**src/rtl/stonyman_adc_pkg.sv**
```systemverilog
// Shared types and default constants for the Stonyman pixel ADC stream path.
// Part widths cover the TI ADC081S101 / ADC101S101 / ADC121S101 family.
package stonyman_adc_pkg;

    typedef enum logic [2:0] {
        ST_IDLE,
        ST_TRACK,
        ST_CONVERT,
        ST_WRITE,
        ST_DONE
    } state_t;

    localparam int ADC081_BITS = 8;
    localparam int ADC101_BITS = 10;
    localparam int ADC121_BITS = 12;

    localparam int ADC_BITS_DEFAULT    = ADC101_BITS;
    localparam int FRAME_SCLKS_DEFAULT = 16;
    localparam int LEAD_ZEROS_DEFAULT  = 3;
    localparam int MAX_PIXELS_DEFAULT  = 112;

endpackage

```
**src/rtl/adc_stream_controller_if.sv**
```systemverilog
// Serial ADC pins plus the frame FIFO write port, as seen by the stream controller.
interface adc_stream_controller_if #(
    parameter int OUT_BITS = 8
);
    logic                sclk;
    logic                cs_n;
    logic                sdata;
    logic                fifo_full;
    logic                fifo_write_enable;
    logic [OUT_BITS-1:0] fifo_write_data;

    modport master (
        output sclk, cs_n, fifo_write_enable, fifo_write_data,
        input  sdata, fifo_full
    );

    modport slave (
        input  sclk, cs_n, fifo_write_enable, fifo_write_data,
        output sdata, fifo_full
    );
endinterface

```
**src/rtl/adc_serial_frame.sv**
```systemverilog
// One ADCxx1S101 conversion frame: drives cs_n/sclk and shifts in the result bits.
// frame_done/raw are valid in the cycle before the edge that closes the frame.
module adc_serial_frame
    import stonyman_adc_pkg::*;
#(
    parameter int ADC_BITS    = ADC_BITS_DEFAULT,
    parameter int FRAME_SCLKS = FRAME_SCLKS_DEFAULT,
    parameter int LEAD_ZEROS  = LEAD_ZEROS_DEFAULT,
    parameter int SCLK_HALF   = 1
) (
    input  logic                clk,
    input  logic                reset_n,
    input  logic                start,
    input  logic                sdata,
    output logic                sclk,
    output logic                cs_n,
    output logic                frame_done,
    output logic [ADC_BITS-1:0] raw
);
    localparam int HALF_W = (SCLK_HALF > 1) ? $clog2(SCLK_HALF) : 1;
    localparam int RISE_W = $clog2(FRAME_SCLKS + 1);

    logic              active;
    logic [HALF_W-1:0] half_cnt;
    logic [RISE_W-1:0] rise_cnt;
    logic [ADC_BITS-1:0] shift;
    logic              toggle;
    logic              rise_now;
    logic              in_result;

    assign toggle    = active && (half_cnt == HALF_W'(SCLK_HALF - 1));
    assign rise_now  = toggle && !sclk;
    // rise_cnt counts completed rises, so the upcoming rise is rise_cnt+1.
    assign in_result = (rise_cnt >= RISE_W'(LEAD_ZEROS)) &&
                       (rise_cnt <  RISE_W'(LEAD_ZEROS + ADC_BITS));
    assign frame_done = rise_now && (rise_cnt == RISE_W'(FRAME_SCLKS - 1));
    assign raw = (rise_now && in_result) ? {shift[ADC_BITS-2:0], sdata} : shift;

    always_ff @(posedge clk or negedge reset_n) begin
        if (!reset_n) begin
            active   <= 1'b0;
            half_cnt <= '0;
            rise_cnt <= '0;
            shift    <= '0;
            sclk     <= 1'b1;
            cs_n     <= 1'b1;
        end else if (!active) begin
            if (start) begin
                active   <= 1'b1;
                cs_n     <= 1'b0;
                half_cnt <= '0;
                rise_cnt <= '0;
                shift    <= '0;
            end
        end else if (toggle) begin
            half_cnt <= '0;
            sclk     <= ~sclk;
            if (rise_now) begin
                rise_cnt <= RISE_W'(rise_cnt + 1'b1);
                shift    <= raw;
                if (frame_done) begin
                    active <= 1'b0;
                    cs_n   <= 1'b1;
                end
            end
        end else begin
            half_cnt <= HALF_W'(half_cnt + 1'b1);
        end
    end
endmodule

```
**src/rtl/adc_stream_controller.sv**
```systemverilog
// Capture sequencer: per pixel track, convert, offset/scale, then write one FIFO word.
// Holds the FSM, latched configuration and the pixel counter.
module adc_stream_controller
    import stonyman_adc_pkg::*;
#(
    parameter int  ADC_BITS    = ADC_BITS_DEFAULT,
    parameter int  OUT_BITS    = 8,
    parameter int  FRAME_SCLKS = FRAME_SCLKS_DEFAULT,
    parameter int  LEAD_ZEROS  = LEAD_ZEROS_DEFAULT,
    parameter int  SCLK_HALF   = 1,
    parameter int  MAX_PIXELS  = MAX_PIXELS_DEFAULT,
    localparam int PIX_W       = $clog2(MAX_PIXELS + 1)
) (
    input  logic                 clk,
    input  logic                 reset_n,
    input  logic                 capture_start,
    input  logic [PIX_W-1:0]     pixel_count,
    input  logic [ADC_BITS-1:0]  val_offset,
    input  logic [7:0]           track_counts,
    input  logic                 scale_mode,
    output logic                 pixel_advance,
    output logic                 capture_done,
    output logic                 busy,
    adc_stream_controller_if.master bus
);
    state_t              state;
    logic [PIX_W-1:0]    cfg_count;
    logic [ADC_BITS-1:0] cfg_offset;
    logic [7:0]          cfg_track;
    logic                cfg_shift;
    logic [7:0]          track_cnt;
    logic [PIX_W-1:0]    pix_done;
    logic                write_enable;
    logic [OUT_BITS-1:0] write_data;

    logic                frame_start;
    logic                frame_done;
    logic [ADC_BITS-1:0] raw;
    logic [ADC_BITS-1:0] diff;
    logic [OUT_BITS-1:0] reduced;
    logic                sclk_int;
    logic                cs_n_int;

    assign frame_start = (state == ST_TRACK) && (track_cnt == '0);

    adc_serial_frame #(
        .ADC_BITS   (ADC_BITS),
        .FRAME_SCLKS(FRAME_SCLKS),
        .LEAD_ZEROS (LEAD_ZEROS),
        .SCLK_HALF  (SCLK_HALF)
    ) u_frame (
        .clk       (clk),
        .reset_n   (reset_n),
        .start     (frame_start),
        .sdata     (bus.sdata),
        .sclk      (sclk_int),
        .cs_n      (cs_n_int),
        .frame_done(frame_done),
        .raw       (raw)
    );

    assign bus.sclk              = sclk_int;
    assign bus.cs_n              = cs_n_int;
    assign bus.fifo_write_enable = write_enable;
    assign bus.fifo_write_data   = write_data;

    // NOTE: both outputs are assigned on every path through this block, so no latch is inferred.
    always_comb begin
        diff = (raw >= cfg_offset) ? ADC_BITS'(raw - cfg_offset) : '0;
        if (cfg_shift) begin
            reduced = OUT_BITS'(diff >> (ADC_BITS - OUT_BITS));
        end else if ((diff >> OUT_BITS) != '0) begin
            reduced = '1;
        end else begin
            reduced = diff[OUT_BITS-1:0];
        end
    end

    // NOTE: all state and outputs are flops updated with <=, so every output is registered.
    always_ff @(posedge clk or negedge reset_n) begin
        if (!reset_n) begin
            state         <= ST_IDLE;
            cfg_count     <= '0;
            cfg_offset    <= '0;
            cfg_track     <= '0;
            cfg_shift     <= 1'b0;
            track_cnt     <= '0;
            pix_done      <= '0;
            write_enable  <= 1'b0;
            write_data    <= '0;
            pixel_advance <= 1'b0;
            capture_done  <= 1'b0;
            busy          <= 1'b0;
        end else begin
            unique case (state)
                ST_IDLE: begin
                    if (capture_start) begin
                        cfg_count  <= pixel_count;
                        cfg_offset <= val_offset;
                        cfg_track  <= track_counts;
                        cfg_shift  <= scale_mode;
                        pix_done   <= '0;
                        busy       <= 1'b1;
                        if (pixel_count == '0) begin
                            state        <= ST_DONE;
                            capture_done <= 1'b1;
                        end else begin
                            state     <= ST_TRACK;
                            track_cnt <= track_counts;
                        end
                    end
                end
                ST_TRACK: begin
                    if (track_cnt == '0) state <= ST_CONVERT;
                    else                 track_cnt <= track_cnt - 1'b1;
                end
                ST_CONVERT: begin
                    if (frame_done) begin
                        state         <= ST_WRITE;
                        write_data    <= reduced;
                        write_enable  <= !bus.fifo_full;
                        pixel_advance <= !bus.fifo_full;
                    end
                end
                ST_WRITE: begin
                    // The strobe for a WRITE cycle is decided by the full flag at the edge opening it.
                    if (write_enable) begin
                        write_enable  <= 1'b0;
                        pixel_advance <= 1'b0;
                        pix_done      <= PIX_W'(pix_done + 1'b1);
                        if (PIX_W'(pix_done + 1'b1) == cfg_count) begin
                            state        <= ST_DONE;
                            capture_done <= 1'b1;
                        end else begin
                            state     <= ST_TRACK;
                            track_cnt <= cfg_track;
                        end
                    end else begin
                        write_enable  <= !bus.fifo_full;
                        pixel_advance <= !bus.fifo_full;
                    end
                end
                ST_DONE: begin
                    capture_done <= 1'b0;
                    busy         <= 1'b0;
                    state        <= ST_IDLE;
                end
                default: state <= ST_IDLE;
            endcase
        end
    end
endmodule

```
**src/flat_wrapper.sv**
```systemverilog
// flat-port wrapper written by rule: the top's interface ports become plain ports
module adc_stream_controller_flat import stonyman_adc_pkg::*;
#(
    parameter int  ADC_BITS    = ADC_BITS_DEFAULT,
    parameter int  OUT_BITS    = 8,
    parameter int  FRAME_SCLKS = FRAME_SCLKS_DEFAULT,
    parameter int  LEAD_ZEROS  = LEAD_ZEROS_DEFAULT,
    parameter int  SCLK_HALF   = 1,
    parameter int  MAX_PIXELS  = MAX_PIXELS_DEFAULT,
    localparam int PIX_W       = $clog2(MAX_PIXELS + 1)
)
  (clk, reset_n, capture_start, pixel_count, val_offset, track_counts, scale_mode, pixel_advance, capture_done, busy, bus_sclk, bus_cs_n, bus_fifo_write_enable, bus_fifo_write_data, bus_sdata, bus_fifo_full);
  adc_stream_controller_if #(.OUT_BITS(OUT_BITS)) bus_i ();
  input  logic clk;
  input  logic reset_n;
  input  logic capture_start;
  input  logic [PIX_W-1:0] pixel_count;
  input  logic [ADC_BITS-1:0] val_offset;
  input  logic [7:0] track_counts;
  input  logic scale_mode;
  output logic pixel_advance;
  output logic capture_done;
  output logic busy;
  output wire logic [$bits(bus_i.sclk)-1:0] bus_sclk;
  output wire logic [$bits(bus_i.cs_n)-1:0] bus_cs_n;
  output wire logic [$bits(bus_i.fifo_write_enable)-1:0] bus_fifo_write_enable;
  output wire logic [$bits(bus_i.fifo_write_data)-1:0] bus_fifo_write_data;
  input wire logic [$bits(bus_i.sdata)-1:0] bus_sdata;
  input wire logic [$bits(bus_i.fifo_full)-1:0] bus_fifo_full;
  assign bus_sclk = bus_i.sclk;
  assign bus_cs_n = bus_i.cs_n;
  assign bus_fifo_write_enable = bus_i.fifo_write_enable;
  assign bus_fifo_write_data = bus_i.fifo_write_data;
  assign bus_i.sdata = bus_sdata;
  assign bus_i.fifo_full = bus_fifo_full;
  adc_stream_controller #(.ADC_BITS(ADC_BITS), .OUT_BITS(OUT_BITS), .FRAME_SCLKS(FRAME_SCLKS), .LEAD_ZEROS(LEAD_ZEROS), .SCLK_HALF(SCLK_HALF), .MAX_PIXELS(MAX_PIXELS)) u_core (.clk(clk), .reset_n(reset_n), .capture_start(capture_start), .pixel_count(pixel_count), .val_offset(val_offset), .track_counts(track_counts), .scale_mode(scale_mode), .pixel_advance(pixel_advance), .capture_done(capture_done), .busy(busy), .bus(bus_i));
endmodule
```
**config.mk**
```make
export PLATFORM = sky130hd
export DESIGN_NAME = adc_stream_controller_flat
export DESIGN_NICKNAME = d
export VERILOG_FILES = /design/src/rtl/stonyman_adc_pkg.sv /design/src/rtl/adc_stream_controller_if.sv /design/src/rtl/adc_serial_frame.sv /design/src/rtl/adc_stream_controller.sv /design/src/flat_wrapper.sv
export SDC_FILE = /design/constraint.sdc
export NUM_CORES = 1
export LEC_CHECK = 0
export CORE_UTILIZATION = 32
export DETAILED_ROUTE_END_ITERATION = 10
export PLACE_DENSITY_LB_ADDON = 0.3
export SYNTH_ARGS = -nofsm -noshare
export SYNTH_HDL_FRONTEND = slang
export SYNTH_HIERARCHICAL = 1
export SYNTH_SLANG_ARGS = --single-unit
```
**constraint.sdc**
```tcl
create_clock -name clk -period 4.3 [get_ports clk]
set_input_delay 0.645 -clock clk [delete_from_list [all_inputs] [get_ports clk]]
set_output_delay 0.645 -clock clk [all_outputs]
set_load 0.1 [all_outputs]
```
After elaboration in Yosys (flattened, before gate mapping)
Index checks and enable logic that the tools add are counted.
W data, S select, Z words.

cells by class
  muxes and demuxes = 50
  order comparisons = 3
  eq/ne operators = 18
  $add $sub $neg = 5
  reductions and logical operators = 29
  bitwise gates (word level) = 2

operators by type and width
  kind                   number
  $mux W10               6
  $mux W8                7
  $pmux W8 S3            1
  $mux W5                4
  $mux W1                19
  $mux W3                6
  $mux W7                2
  $ne A2 B1 Y1 const B   7
  $pmux W7 S2            1
  $pmux W3 S4            1
  $ge A10 B10 Y1         1
  $ne A2 B2 Y1 const B   5
  $reduce_and A2 Y1      5
  $reduce_bool A10 Y1    1
  $sub A10 B10 Y10       1
  $logic_not A8 Y1       1
  $reduce_and A4 Y1      2
  $reduce_bool A2 Y1     4
  $sub A8 B1 Y8 const B  1
  $add A7 B1 Y7 const B  1
  $eq A7 B7 Y1           1
  $logic_not A7 Y1       1
  $eq A3 B2 Y1 const B   2
  $logic_and A1 B1 Y1    6
  other kinds (16)       21

storage, ports and cells
  output and inout port bits = 14
  input port bits = 31
  logic and storage cells = 124
  flip-flop bits (word level) = 74

Depth between registers and ports, before layout
  word-level depth = 10
  mapped depth = 15
  gate-level depth less buffers = 14

By module
Netlist, hierarchy kept.

modules (own cells, without submodules)
  module                 cells each  sequential area each (µm²)  instances  area each (µm²)
  adc_stream_controller  373         1376.3                      1          3367.0
  adc_serial_frame       77          478.0                       1          933.4

Least setup slack after synthesis
OpenSTA, ideal clock, no wires.

  kind = reg2reg
  start point = register u_core.u_frame.sclk
  end point = register u_core.write_data[6] (netlist: u_core/bus.fifo_write_data[6])
  data required time = 4157 ps
  library setup time = 143 ps
  stages on the path, launching flop included = 15
  path buffers = 1
  period minus slack after synthesis = 4089 ps
  path slack = 211 ps
  data arrival time = 3946 ps
  cells stage by stage = dfstp_2 > or3b_1 > nor4_1 > buf_4 > mux2_2 > inv_1 > ha_1 > inv_1 > fa_1 > a21oi_1 > o211ai_1 > a221oi_1 > xnor2_1 > a2111oi_0 > o22ai_1

on the way
  longest elaborated chain between the ends = 9
  elaborated cells between the ends (all ways) = 12
  those cells by class = 1 x add/sub; 1 x order compare; 4 x mux; 6 x reduce/logical

ends and longest elaborated chain
  element                                                    RTL line                      text
  from (decl)                                                adc_serial_frame.sv:15        output logic sclk,
  from (signal assigned)                                     adc_serial_frame.sv:57        sclk <= ~sclk;
  $logic_not A1 Y1 *                                         adc_serial_frame.sv:32        assign rise_now = toggle && !sclk;
  $logic_and A1 B1 Y1 *                                      adc_serial_frame.sv:32
  $logic_and A1 B1 Y1 *                                      adc_serial_frame.sv:37        assign raw = (rise_now && in_result) ? {shift[ADC_BITS-2:0], sdata} : shift;
  $mux W10 *                                                 adc_serial_frame.sv:37
  net u_core.raw[0]                                          adc_stream_controller.sv:38   logic [ADC_BITS-1:0] raw;
  $sub A10 B10 Y10 / $ge A10 B10 Y1 (equally long branches)  adc_stream_controller.sv:69   diff = (raw >= cfg_offset) ? ADC_BITS'(raw - cfg_offset) : '0;
  $mux W10 *                                                 adc_stream_controller.sv:69
  $reduce_bool A10 Y1                                        adc_stream_controller.sv:72   end else if ((diff >> OUT_BITS) != '0) begin
  $mux W8                                                    adc_stream_controller.sv:72
  $mux W8 *                                                  adc_stream_controller.sv:70   if (cfg_shift) begin
  to (signal assigned)                                       adc_stream_controller.sv:120  write_data <= reduced;
  to (decl)                                                  adc_stream_controller.sv:34   logic [OUT_BITS-1:0] write_data;

The timed path passes the listed nets; every way through them passes the cells marked *.
A chain may end at the register's enable or synchronous reset.

Final worst setup path
  start point = register u_core.u_frame.rise_cnt[0]
  end point = register u_core.write_data[6] (netlist: u_core/bus.fifo_write_data[6])

on the way
  longest elaborated chain between the ends = 9
  elaborated cells between the ends (all ways) = 14
  those cells by class = 1 x add/sub; 3 x order compare; 1 x eq/ne; 4 x mux; 5 x reduce/logical

ends and longest elaborated chain
  element                                                    RTL line                                        text
  from (decl)                                                adc_serial_frame.sv:25                          logic [RISE_W-1:0] rise_cnt;
  from (signal assigned)                                     adc_serial_frame.sv:59                          rise_cnt <= RISE_W'(rise_cnt + 1'b1);
  $ge A5 B2 Y1 / $lt A5 B4 Y1 (equally long branches)        adc_serial_frame.sv:34, adc_serial_frame.sv:35
  $logic_and A1 B1 Y1 *                                      adc_serial_frame.sv:34                          assign in_result = (rise_cnt >= RISE_W'(LEAD_ZEROS)) &&
  $logic_and A1 B1 Y1 *                                      adc_serial_frame.sv:37
  $mux W10 *                                                 adc_serial_frame.sv:37
  net u_core.raw[1]                                          adc_stream_controller.sv:38
  $sub A10 B10 Y10 / $ge A10 B10 Y1 (equally long branches)  adc_stream_controller.sv:69
  $mux W10 *                                                 adc_stream_controller.sv:69
  $reduce_bool A10 Y1                                        adc_stream_controller.sv:72
  $mux W8                                                    adc_stream_controller.sv:72
  $mux W8 *                                                  adc_stream_controller.sv:70

Marked as above.

==> metrics.yaml <==
power.density_nw_per_um2: 640
worstSetupPathType: "reg -> reg"
period_share_pct: 92.6
status: "complete, no violations"
gr-usage-all-layers_pct: 15.7
wl_mm: 10.2
port_buffers: 44
postPlaceCellArea_um2: 4920
dr_total_vias: 3434
startpoint: "u_core/u_frame/rise_cnt[0]$_DFFE_PN0P_"
relSlewSlack_pct: 33.0
dr.pass1.iters: 4
drc: 0
critical_path_arrival_ns: 4.18
drive_gt1_share_pct: 12.4
ys_seq_area_share_pct: 43.1
clock_latency_ns: 0.34
final_antenna_net_count: 0
ys_ff_latch: 74
core_area_um2: 12900
syn_nets: 497
cp-end-kind: "flip-flop"
worst_pin_slew_ns: 1.00
dieHeight_um: 118
yosys.cell_count.top_type: "dfrtp_1"
final_hold_viol_count: 0
path_clk_slew_ns: 0.06
diodes: 0
slew_violations: 0
start_util_pct: 33.4
tns_ns: 0
cp_data_required_time_ns: 4.50
pre_cts_slack_ns: 0.158
io_pins: 45
row_count: 41
fmax_ghz: 0.251
critPathSlowestCell: "a2111oi_1"
grt-ovfl-total: 0
worst-path-max-fanout: 19
numCtsBuffers: 9
clock_sinks: 74
yosysWarnings: 6
place_hpwl_mm: 7.38
die_w_um: 118
yosysTopAreaCellShare_pct: 41.9
min_path_type: "in -> async"
drv_cap: 0
yosys-top-cells-area: "dfrtp_1 42%, mux2_2 7.3%, o21ai_0 5.4%, nand2_1 4.9%, ha_1 4.4%"
seqCellArea_um2: 1850
ys_async_sr_fraction_pct: 100
worst_setup_path_start_kind: "flip-flop"
grt_pass1_vias: 3396
antenna_found_initial: 0
leakagePower_nw: 2.23
cts_tree: "yes"
path_cells: "ha_1 > a2111oi_1 > nor4_2 > buf_4 > mux2_2 > fa_1 > a21oi_1 > o211ai_1 > a221oi_2 > xnor2_1 > a2111oi_0 > o22ai_1"
r2r_start: "u_core/u_frame/rise_cnt[0]$_DFFE_PN0P_"
multiInputGateArea_um2: 2280
final_net_count: 540
grt_max_degree: 75
grt_pass1_wl_mm: 17.3
gp_congestion: 0.835
cpPeakStageDelay_ns: 0.59
avgViaCountPerCell: 5.13
synth_cell_types: 63
fin_area_um2: 5230
root_buffer: "clkbuf_16"
layout_setup_ws_ns: 0.319
post_drt_wl_per_cell_um: 15.2
synthToLayoutAreaGrowth_pct: 21.5
n_fill_cell: 1287
setup_viol: 0
drt_iter0_drc: 204
cts_setup_buffers: 0
rsz0062_at_grt: "false"
clock_path_buffers: 2
die_area_um2: 13900
finalClockSkew_ns: 0.00473
synth-edff-count: 0
synthTopCellsByCount: "72 x dfrtp_1, 56 x nand2_1, 46 x o21ai_0, 28 x mux2_2, 26 x nor2_1"
layout_min_cycle_time_ns: 3.98
irDropWorstVdd_mv: 0.290
synth_largest_area_cell: "dfrtp_1"
synth_flop_cell: "dfrtp_1"
syn_inst: 450
syn_area_um2: 4300
cts.htree.levels: 3
syn_avg_cell_area_um2: 9.56
-- per-layer routing --
| metal | share of wire [%] | GRT usage, % | wire (µm) | vias to the layer above |
|---|---|---|---|---|
| met4 | 1.4 | 4.97 | 144 | 0 |
| li1 | - | - | - | 1707 |
| met3 | 4.6 | 3.97 | 466 | 11 |
| met2 | 47 | 25.3 | 4770 | 72 |
| met5 | 0 | 0 | 0 | - |
| met1 | 47 | 20.4 | 4810 | 1644 |
-- cell usage in the layout, fill, tap and decap left out, types with 3 or more instances in the layout --
| cell | n |
|---|---|
| nor2_1 | 25 |
| nor4_1 | 7 |
| ha_1 | 15 |
| a31oi_1 | 8 |
| a22o_1 | 11 |
| dfrtp_1 | 72 |
| mux2i_1 | 3 |
| xnor2_1 | 10 |
| buf_4 | 8 |
| o21ai_0 | 46 |
| and3_1 | 3 |
| nor2b_1 | 3 |
| nand2_1 | 56 |
| clkbuf_16 | 9 |
| nand2b_1 | 3 |
| inv_1 | 24 |
| nor3_1 | 9 |
| xor2_1 | 10 |
| and2_1 | 3 |
| nand3_1 | 13 |
| a21o_1 | 4 |
| mux2_2 | 28 |
| a41oi_1 | 3 |
| o31ai_1 | 4 |
| clkdlybuf4s50_1 | 43 |
| a21oi_1 | 19 |
| nor3b_1 | 4 |
-- final timing paths --
check | to | slack [ns] | depth (start not counted)
worst max register to register | u_core/bus.fifo_write_data[6]$_DFFE_PN0P_ | 0.32 | 12
min in group clk | u_core/bus.fifo_write_data[5]$_DFFE_PN0P_ | 0.50 | 2
max in group asynchronous | u_core/cfg_offset[4]$_DFFE_PN0P_ | 3.24 | 1
worst max-delay path | u_core/bus.fifo_write_data[6]$_DFFE_PN0P_ | 0.32 | 12
worst min-delay path | u_core/pix_done[6]$_DFFE_PN0P_ | 0.45 | 1
worst min register to register | u_core/bus.fifo_write_data[5]$_DFFE_PN0P_ | 0.50 | 2
-- cells by family (layout without fill, tap and decap cells) --
family	Yosys count	count (layout)	share of synthesized area (%)
compound gates	124	124	19.3
xor+xnor	20	20	4.07
fa+ha+maj	16	16	4.83
buf+inv	43	91	4.39
flops	74	74	43.1
mux	32	32	8.29
simple gates	141	141	16.0
-- stage by stage --
step / util [%] / instances / total power (W) / hold slack (ns)
2_1_floorplan: - / 450 / 0.00220 / 0.349
3_5_place_dp: 38.2 / 654 / 0.00260 / 0.486
4_1_cts: 40.5 / 670 / 0.00336 / 0.503
3_3_place_gp: 38.2 / 654 / 0.00257 / 0.479
5_1_grt: 40.6 / 670 / 0.00359 / 0.523
6_report: 40.6 / 670 / 0.00335 / 0.451
-- state kept, by name, summed over array words and instances (netlist names), 3 cells and up --
register and cells:
u_core/cfg_count 7, u_core/u_frame/shift 10, u_core/pix_done 7, u_core/track_cnt 8, u_core/u_frame/rise_cnt 5, u_core/bus.fifo_write_data 8, u_core/state 3, u_core/cfg_track 8
u_core/cfg_offset 10
-- what timing repair did --
action	4_1_cts	5_1_grt
hold buffers	0	0
setup endpoints to repair	0	8
resized for setup	0	3
-- power breakdown --
part	internal [W]	switching, W
clock	0.000450	0.000295
combinational	0.000594	0.000905
sequential	0.000913	0.000191
-- worst max-delay path: cells and delay by family (launching register included) --
family                     cells  cell delay, ns
AOI/OAI and AO/OA              6            1.93
xor gates and xnor gates       1            0.14
adders and majority gates      2            0.70
buffers and inverters          1            0.23
DFF                            1            0.43
muxes                          1            0.32
and+or+nand+nor                1            0.10
-- layout make-up --
| class | count | area share [%] |
|---|---|---|
| clock buffers | 10 | 4.38 |
| flip-flops and latches | 74 | 35.5 |
| well taps | 172 | 4.12 |
| clock inverters | 6 | 1.29 |
| inverters | 24 | 1.72 |
| repair buffers | 51 | 9.38 |
| multi-input cells | 333 | 43.6 |
Note: power is estimated with default switching activity, not from simulation.
